$ cat src/rtl/shadow_chain_capture.sv
// Shadow-chain dump collector: requests a dump from one of two scan chains,
// packs the returned serial stream LSB-first into WORD_W-bit words and
// queues them in a show-ahead FIFO for the debug reader.
module shadow_chain_capture #(
    parameter int WORD_W     = 32,
    parameter int FIFO_DEPTH = 8,
    parameter int TIMEOUT    = 1023
) (
    input  logic              sh_clk,
    input  logic              sh_rst_l,
    input  logic              dump_req,
    input  logic              dump_sel,
    output logic [1:0]        dump_en,
    input  logic [1:0]        ch_out,
    input  logic [1:0]        ch_out_vld,
    input  logic [1:0]        ch_out_done,
    input  logic              rd_en,
    output logic [WORD_W-1:0] rd_data,
    output logic              rd_empty,
    output logic              busy,
    output logic [15:0]       bit_count,
    output logic              overflow,
    output logic              timeout,
    input  logic              err_clr
);

    localparam int IDX_W  = (WORD_W > 1) ? $clog2(WORD_W) : 1;
    localparam int PTR_W  = $clog2(FIFO_DEPTH);
    localparam int IDLE_W = $clog2(TIMEOUT + 1);

    typedef enum logic [1:0] {S_IDLE, S_DUMP, S_FLUSH} state_t;

    state_t            state_q, state_d;
    logic              sel_q, sel_d;
    logic [WORD_W-1:0] shreg_q, shreg_d;
    logic [IDX_W-1:0]  idx_q, idx_d;
    logic [IDLE_W-1:0] idle_q, idle_d;
    logic [15:0]       cnt_d;

    logic              vld_s, bit_s, done_s;
    logic              push, to_set, ovf_set, pop, wr_ok, full, empty;
    logic [WORD_W-1:0] push_word;

    logic [WORD_W-1:0] mem [FIFO_DEPTH];
    logic [PTR_W:0]    wr_ptr, rd_ptr;

    // Only the selected chain is observed; the other chain's lines are don't-care.
    assign vld_s  = ch_out_vld[sel_q];
    assign bit_s  = ch_out[sel_q];
    assign done_s = ch_out_done[sel_q];

    assign dump_en = (state_q == S_DUMP) ? (sel_q ? 2'b10 : 2'b01) : 2'b00;
    assign busy    = (state_q != S_IDLE);

    // Next-state, shift-register packing and word-push decisions.
    always_comb begin
        state_d   = state_q;
        sel_d     = sel_q;
        shreg_d   = shreg_q;
        idx_d     = idx_q;
        idle_d    = idle_q;
        cnt_d     = bit_count;
        push      = 1'b0;
        push_word = '0;
        to_set    = 1'b0;
        unique case (state_q)
            S_IDLE: begin
                if (dump_req) begin
                    state_d = S_DUMP;
                    sel_d   = dump_sel;
                    shreg_d = '0;
                    idx_d   = '0;
                    idle_d  = '0;
                    cnt_d   = '0;
                end
            end
            S_DUMP: begin
                if (vld_s) begin
                    // Starting a new word clears stale bits so a partial word
                    // flushed later is zero-padded above the last captured bit.
                    if (idx_q == '0) begin
                        shreg_d = '0;
                    end
                    shreg_d[idx_q] = bit_s;
                    idle_d         = '0;
                    if (bit_count != 16'hFFFF) begin
                        cnt_d = bit_count + 16'd1;
                    end
                    if (idx_q == IDX_W'(WORD_W - 1)) begin
                        push      = 1'b1;
                        push_word = shreg_d;
                        idx_d     = '0;
                    end else begin
                        idx_d = idx_q + IDX_W'(1);
                    end
                end else if (idle_q != IDLE_W'(TIMEOUT - 1)) begin
                    idle_d = idle_q + IDLE_W'(1);
                end
                // An end-of-dump marker takes precedence over a coincident timeout.
                if (done_s) begin
                    state_d = S_FLUSH;
                end else if (!vld_s && (idle_q == IDLE_W'(TIMEOUT - 1))) begin
                    to_set  = 1'b1;
                    state_d = S_FLUSH;
                end
            end
            S_FLUSH: begin
                if (idx_q != '0) begin
                    push      = 1'b1;
                    push_word = shreg_q;
                end
                idx_d   = '0;
                state_d = S_IDLE;
            end
            default: state_d = S_IDLE;
        endcase
    end

    // Capture state, shift register and bit counter.
    always_ff @(posedge sh_clk or negedge sh_rst_l) begin
        if (!sh_rst_l) begin
            state_q   <= S_IDLE;
            sel_q     <= 1'b0;
            shreg_q   <= '0;
            idx_q     <= '0;
            idle_q    <= '0;
            bit_count <= '0;
        end else begin
            state_q   <= state_d;
            sel_q     <= sel_d;
            shreg_q   <= shreg_d;
            idx_q     <= idx_d;
            idle_q    <= idle_d;
            bit_count <= cnt_d;
        end
    end

    // FIFO control: a pop frees the head slot in time for a same-edge push.
    assign empty   = (wr_ptr == rd_ptr);
    assign full    = (wr_ptr[PTR_W] != rd_ptr[PTR_W]) &&
                     (wr_ptr[PTR_W-1:0] == rd_ptr[PTR_W-1:0]);
    assign pop     = rd_en && !empty;
    assign wr_ok   = push && (!full || pop);
    assign ovf_set = push && full && !pop;

    assign rd_empty = empty;
    assign rd_data  = empty ? '0 : mem[rd_ptr[PTR_W-1:0]];

    // FIFO read/write pointers.
    always_ff @(posedge sh_clk or negedge sh_rst_l) begin
        if (!sh_rst_l) begin
            wr_ptr <= '0;
            rd_ptr <= '0;
        end else begin
            if (wr_ok) begin
                wr_ptr <= wr_ptr + (PTR_W + 1)'(1);
            end
            if (pop) begin
                rd_ptr <= rd_ptr + (PTR_W + 1)'(1);
            end
        end
    end

    // FIFO storage; contents are masked by rd_empty so no reset is needed.
    always_ff @(posedge sh_clk) begin
        if (wr_ok) begin
            mem[wr_ptr[PTR_W-1:0]] <= push_word;
        end
    end

    // Sticky error flags; a new error in the clearing cycle keeps the flag set.
    always_ff @(posedge sh_clk or negedge sh_rst_l) begin
        if (!sh_rst_l) begin
            overflow <= 1'b0;
            timeout  <= 1'b0;
        end else begin
            if (ovf_set) begin
                overflow <= 1'b1;
            end else if (err_clr) begin
                overflow <= 1'b0;
            end
            if (to_set) begin
                timeout <= 1'b1;
            end else if (err_clr) begin
                timeout <= 1'b0;
            end
        end
    end

endmodule
$ cat config.mk
export PLATFORM = sky130hd
export DESIGN_NAME = shadow_chain_capture
export DESIGN_NICKNAME = d
export VERILOG_FILES = /design/src/rtl/shadow_chain_capture.sv
export SDC_FILE = /design/constraint.sdc
export NUM_CORES = 1
export LEC_CHECK = 0
export CORE_UTILIZATION = 50
export DETAILED_ROUTE_END_ITERATION = 7
export PLACE_DENSITY = 0.68
export SYNTH_ARGS = -nofsm -noshare
export SYNTH_HDL_FRONTEND = slang
export SYNTH_SLANG_ARGS = --single-unit
$ cat constraint.sdc
create_clock -name sh_clk -period 13.25 [get_ports sh_clk]
set_input_delay 2.65 -clock sh_clk [delete_from_list [all_inputs] [get_ports sh_clk]]
set_output_delay 2.65 -clock sh_clk [all_outputs]
set_load 0.005 [all_outputs]
---- Word-level counts from Yosys, hierarchy flattened ----
Memory sizes are Yosys's and may differ from the RTL's.
Index checks and enable logic that the tools add are counted.
word-level totals
  flip-flop bits (word level) ............. 76
  memory bits (writable) .................. 256
  output and inout port bits .............. 54
  logic and storage cells ................. 109
  memories kept ........................... 1
cells by class
  add/sub/neg operators ................... 5
  magnitude comparators ................... 3
  equal/unequal tests ..................... 14
  multiplexer cells ....................... 50
  reductions and logical operators ........ 26
memories
  memory  words  width  rd ports  clocked after Yosys merged registers in  wr ports  line  source
  mem     8      32     1         0                                        1         44    logic [WORD_W-1:0] mem [FIFO_DEPTH];
operators with widths
  kind                                                                  number
  32-bit 2-to-1 mux                                                     9
  32-bit one-hot mux with 2 select lines                                2
  16-bit 2-to-1 mux                                                     3
  32-bit bitwise mux                                                    1
  16-bit one-hot mux with 2 select lines                                1
  10-bit 2-to-1 mux                                                     3
  10-bit one-hot mux with 2 select lines                                1
  1-bit 2-to-1 mux                                                      18
  16-bit by 1-bit adder with 16-bit output, second input constant       1
  16-bit != test, second input constant                                 1
  5-bit 2-to-1 mux                                                      3
  5-bit one-hot mux with 3 select lines                                 1
  10-bit by 1-bit adder with 10-bit output, second input constant       1
  10-bit == test, second input constant                                 1
  2-bit 2-to-1 mux                                                      5
  10-bit != test, second input constant                                 1
  3-bit AND reduction                                                   3
  4-bit by 1-bit adder with 4-bit output, second input constant         2
  2-bit nonzero test                                                    4
  1-bit logical AND                                                     7
  5-bit by 6-bit < comparator with 1-bit output, second input constant  1
  3-bit by 2-bit != test with 1-bit output, second input constant       2
  5-bit by 1-bit adder with 5-bit output, second input constant         1
  1-bit demux with 5-bit select                                         1
  other kinds (20)                                                      25

---- Depth between registers and ports, before layout ----
  depth in word-level cells ............... 8
  gate-level depth with buffers ........... 9
  gate-level depth less buffers ........... 8

---- Worst setup path before layout ----
OpenSTA, ideal clock, no wires.
  path type ............................... input port to flip-flop
  from .................................... input ch_out_vld[0]
  to ...................................... memory mem[1][0], enable pin
  setup time .............................. 0.513 ns
  data arrival time ....................... 6.744 ns
  required time ........................... 12.737 ns
  slack ................................... 5.993 ns
  stages .................................. 5
  path through ............................ mux2_4 -> nand3_1 -> a221o_1 -> buf_6 -> nor4b_1
on the way
  word-level cells in the longest chain between the ends .. 7
ends and longest elaborated chain
  what                                                 line  source
  start, declared                                      15    input logic [1:0] ch_out_vld,
  1-bit 2-to-1 mux (implied by the code) (2 in a row)  48    assign vld_s = ch_out_vld[sel_q];
  1-bit 2-to-1 mux                                     78    if (vld_s) begin
  1-bit one-hot mux with 2 select lines                66    unique case (state_q)
  1-bit logical AND                                    143   assign wr_ok = push && (!full || pop);
  1-bit 2-to-1 mux                                     166   if (wr_ok) begin
  1-bit 2-to-1 mux (implied by the code)               167   mem[wr_ptr[PTR_W-1:0]] <= push_word;
  end, declared                                        44
Every way passes these cells. The select of a mux whose other input is x is not followed.

---- Worst setup path after layout ----
  from .................................... register rd_ptr[1]
  to ...................................... output rd_empty
on the way
  word-level cells in the longest chain between the ends .. 1
ends and longest elaborated chain
  what                    line  source
  start, declared         45    logic [PTR_W:0] wr_ptr, rd_ptr;
  start signal, assigned  159   rd_ptr <= rd_ptr + (PTR_W + 1)'(1);
  4-bit == test           139   assign empty = (wr_ptr == rd_ptr);
  end, declared           19    output logic rd_empty,
Every way passes these cells.

==> run summary <==
complex-gate fraction of the synthesized area: 6.33%
syn_area_per_cell: 15.1 µm²
hold endpoint: wr_ptr[3]
DRT iter0 DRCs: 711
Die Height: 173 µm
Final setup viols: 0
drt pass-1 iters: 5
post-detailed-route DRC marker count: 0
Post-Route WL: 30600 µm
setup tns final: 0 ns
number of global-route vias before repair: 8782
hold_sp: wr_ptr[3]
final hold violation count: 0
mux cell area share after synthesis: 14.6%
share of layout cells above drive strength 1: 16.3%
GP Congestion: 0.742
nets@finish: 1049
Ys Warns: 0
CP peak stage delay: 0.78 ns
Worst setup EP type: primary output
Area Overhead vs Synth: 14.9%
Hold WC Path Type: reg -> reg
CP Class: reg -> out
Post-Layout Cell Count: 1434
total power: 3240 µW
status: completed
library cells used by synthesis: 58
crit-path cells: buf_4 > xor2_1 > nor3_1 > and2_2 > clkdlybuf4s50_1
Fmax: 160 MHz
gr usage total: 21.1%
Setup crit start kind: register
max_cap viols: 0
synthesized area: 0.0146 mm²
RSZ-0062 raised after global routing: false
Hold Path Depth: 1
initial antenna violation count: 0
clock tree buffer depth: 3
Rel. slew slack: 30.1%
main combinational cell family by area after synthesis: multiplexers
register area share after synthesis: 65.6%
CTS sink count: 332
row count: 62
fin. max-slew vios: 0
WP data required: 10.60 ns
Final min period: 6.27 ns
io pins: 66
R2R setup slack: 9.76 ns
worst skew pair latency: 0.51 ns
Slew @ Worst Pin: 1.05 ns
Synth Flop Type: edfxtp_1
hold_ws: 0.489 ns
Leakage: 0.00591 µW
DIE AREA: 0.0299 mm²
drt via density: 5.90
hold-fix buffers at CTS: 0
PD cells: 193 mW/mm²
Synth Area in Simple Gates: 8.78%
Synth Area in Adders: 1.20%
core area: 0.0287 mm²
largest net degree at the start of global routing: 77
# port buffers: 65
DR vias: 8456
Max H-tree Level: 2
asr flop ratio synth: 22.9%
Syn Nets: 991
XOR/XNOR Fraction of Synth Area: 0.899%
Initial Util: 50.9%
post-DP HPWL: 16400 µm
total grt overflow: 0
crit share post-route: 47.3%
DP Cell Count: 1370
critical path arrival: 3.62 ns
CP max FO: 68
RR Startpoint: idx_q[0]
maximum vdd drop: 142 µV
EDFF count, synth: 256
Filler cells: 2244
setup repair bufs after CTS: 0
cts bufs inserted: 35
skew final: 0.00987 ns
n_diodes: 0
CTS tree: built
Worst path slowest cell: and2_2
Root Driver: clkbuf_16
Syn Inst Count: 965
Worst Reg-to-Reg Cells: 8
Die Span X: 173 µm
cts repair resizes: 0
critical register-to-register path endpoint: mem[6][11]
Synth Register Bits: 332
clock transition at the registers of the reported paths: 0.06 ns
WL/cell: 21.4 µm
antenna-violating nets left: 0
first-pass GRT wire length: 49100 µm
[synthesized netlist by cell type, drive strengths merged, types with 2 or more instances]
master | count | area [µm²]
edfxtp | 256 | 7690
nand2 | 92 | 345
nor2 | 88 | 330
dfrtp | 76 | 1900
mux4 | 64 | 1440
mux2i | 63 | 638
a22o | 39 | 342
buf | 34 | 200
a22oi | 32 | 240
clkbuf | 31 | 119
o21ai | 26 | 141
nand3 | 21 | 105
ha | 14 | 175
inv | 14 | 52.6
nor3 | 13 | 76.3
a21oi | 11 | 66.3
xnor2 | 9 | 78.8
nand4 | 8 | 50.1
nor4 | 7 | 58.8
nor3b | 6 | 55.1
xor2 | 6 | 52.6
and3 | 5 | 31.3
mux2 | 5 | 60.1
o211ai | 5 | 47.5
nand4b | 4 | 35.0
and2 | 3 | 18.8
and3b | 3 | 26.3
nand2b | 3 | 18.8
nor2b | 3 | 18.8
o31ai | 3 | 22.5
or4 | 3 | 26.3
a21o | 2 | 15.0
a31o | 2 | 17.5
and4 | 2 | 17.5
nor4b | 2 | 17.5
or2 | 2 | 15.0
or4b | 2 | 20.0
[cell usage in the layout (no fill, tap or decap), types with 32 or more instances in the layout]
| cell type | count |
|---|---|
| nor2_1 | 88 |
| nand2_1 | 92 |
| a22oi_1 | 32 |
| dfrtp_1 | 73 |
| mux2i_1 | 60 |
| a22o_1 | 39 |
| clkdlybuf4s50_1 | 64 |
| edfxtp_1 | 256 |
| clkbuf_16 | 36 |
| mux4_2 | 64 |
[layer usage]
metal  GRT usage [%]  part of all wire [%]
met1            29.2                    43
met2            34.8                    49
met3            3.08                   5.1
met4            6.34                   2.3
met5               0                     0
[power breakdown]
part / internal, µW / total, µW / switching, µW
clock network: 581 / 972 / 391
registers: 1160 / 1240 / 76.2
logic: 512 / 1030 / 519
[worst max-delay path by stage]
stage / start / endpoint / depth (start not counted)
after floorplan: ch_out_vld[0] / mem[1][0] / 5
after global placement: rd_ptr[1] / rd_empty / 5
after detailed placement: rd_ptr[1] / rd_empty / 5
after CTS: rd_ptr[1] / rd_empty / 5
after global routing: rd_ptr[1] / rd_data[22] / 6
final: rd_ptr[1] / rd_empty / 5
[sequential cells by signal, indices dropped and copies added, names as in the netlist]
signal and count:
bit_count 16, idle_q 10, idx_q 5, mem 256, overflow 1, rd_ptr 4, sel_q 1, shreg_q 32
state_q 2, timeout 1, wr_ptr 4
[layout make-up]
class                      instances  area [µm²]  area share [%]
inverter                          14        52.6           0.313
sequential                       332        9600            57.1
clock buffer                      46         978            5.82
tap                              384         480            2.86
multi-input combinational        554        4710            28.0
clock inverter                    18         178            1.06
timing repair buffer              86         806            4.80
[cells by family after synthesis]
| logic type | count (synthesis) |
|---|---|
| compound gates | 124 |
| xor+xnor | 15 |
| fa+ha+maj | 14 |
| buf+inv | 79 |
| flops | 332 |
| mux | 132 |
| simple gates | 269 |
[through the flow]
step / cell area (µm²) / util [%] / worst slack (ns)
after global routing: 16800 / 58.5 / 6.63
after floorplan: 14600 / - / 5.99
after CTS: 16800 / 58.5 / 6.92
after global placement: 15600 / 54.5 / 7.62
after detailed placement: 15600 / 54.5 / 7.46
final: 16800 / 58.5 / 6.98
[worst max-delay path: cells and delay by family (launching register included)]
family	cells	cell delay, ns
xor+xnor	1	0.17
buf+inv	2	1.40
flops	1	0.33
simple gates	2	1.18
(Power assumes the default switching activity.)
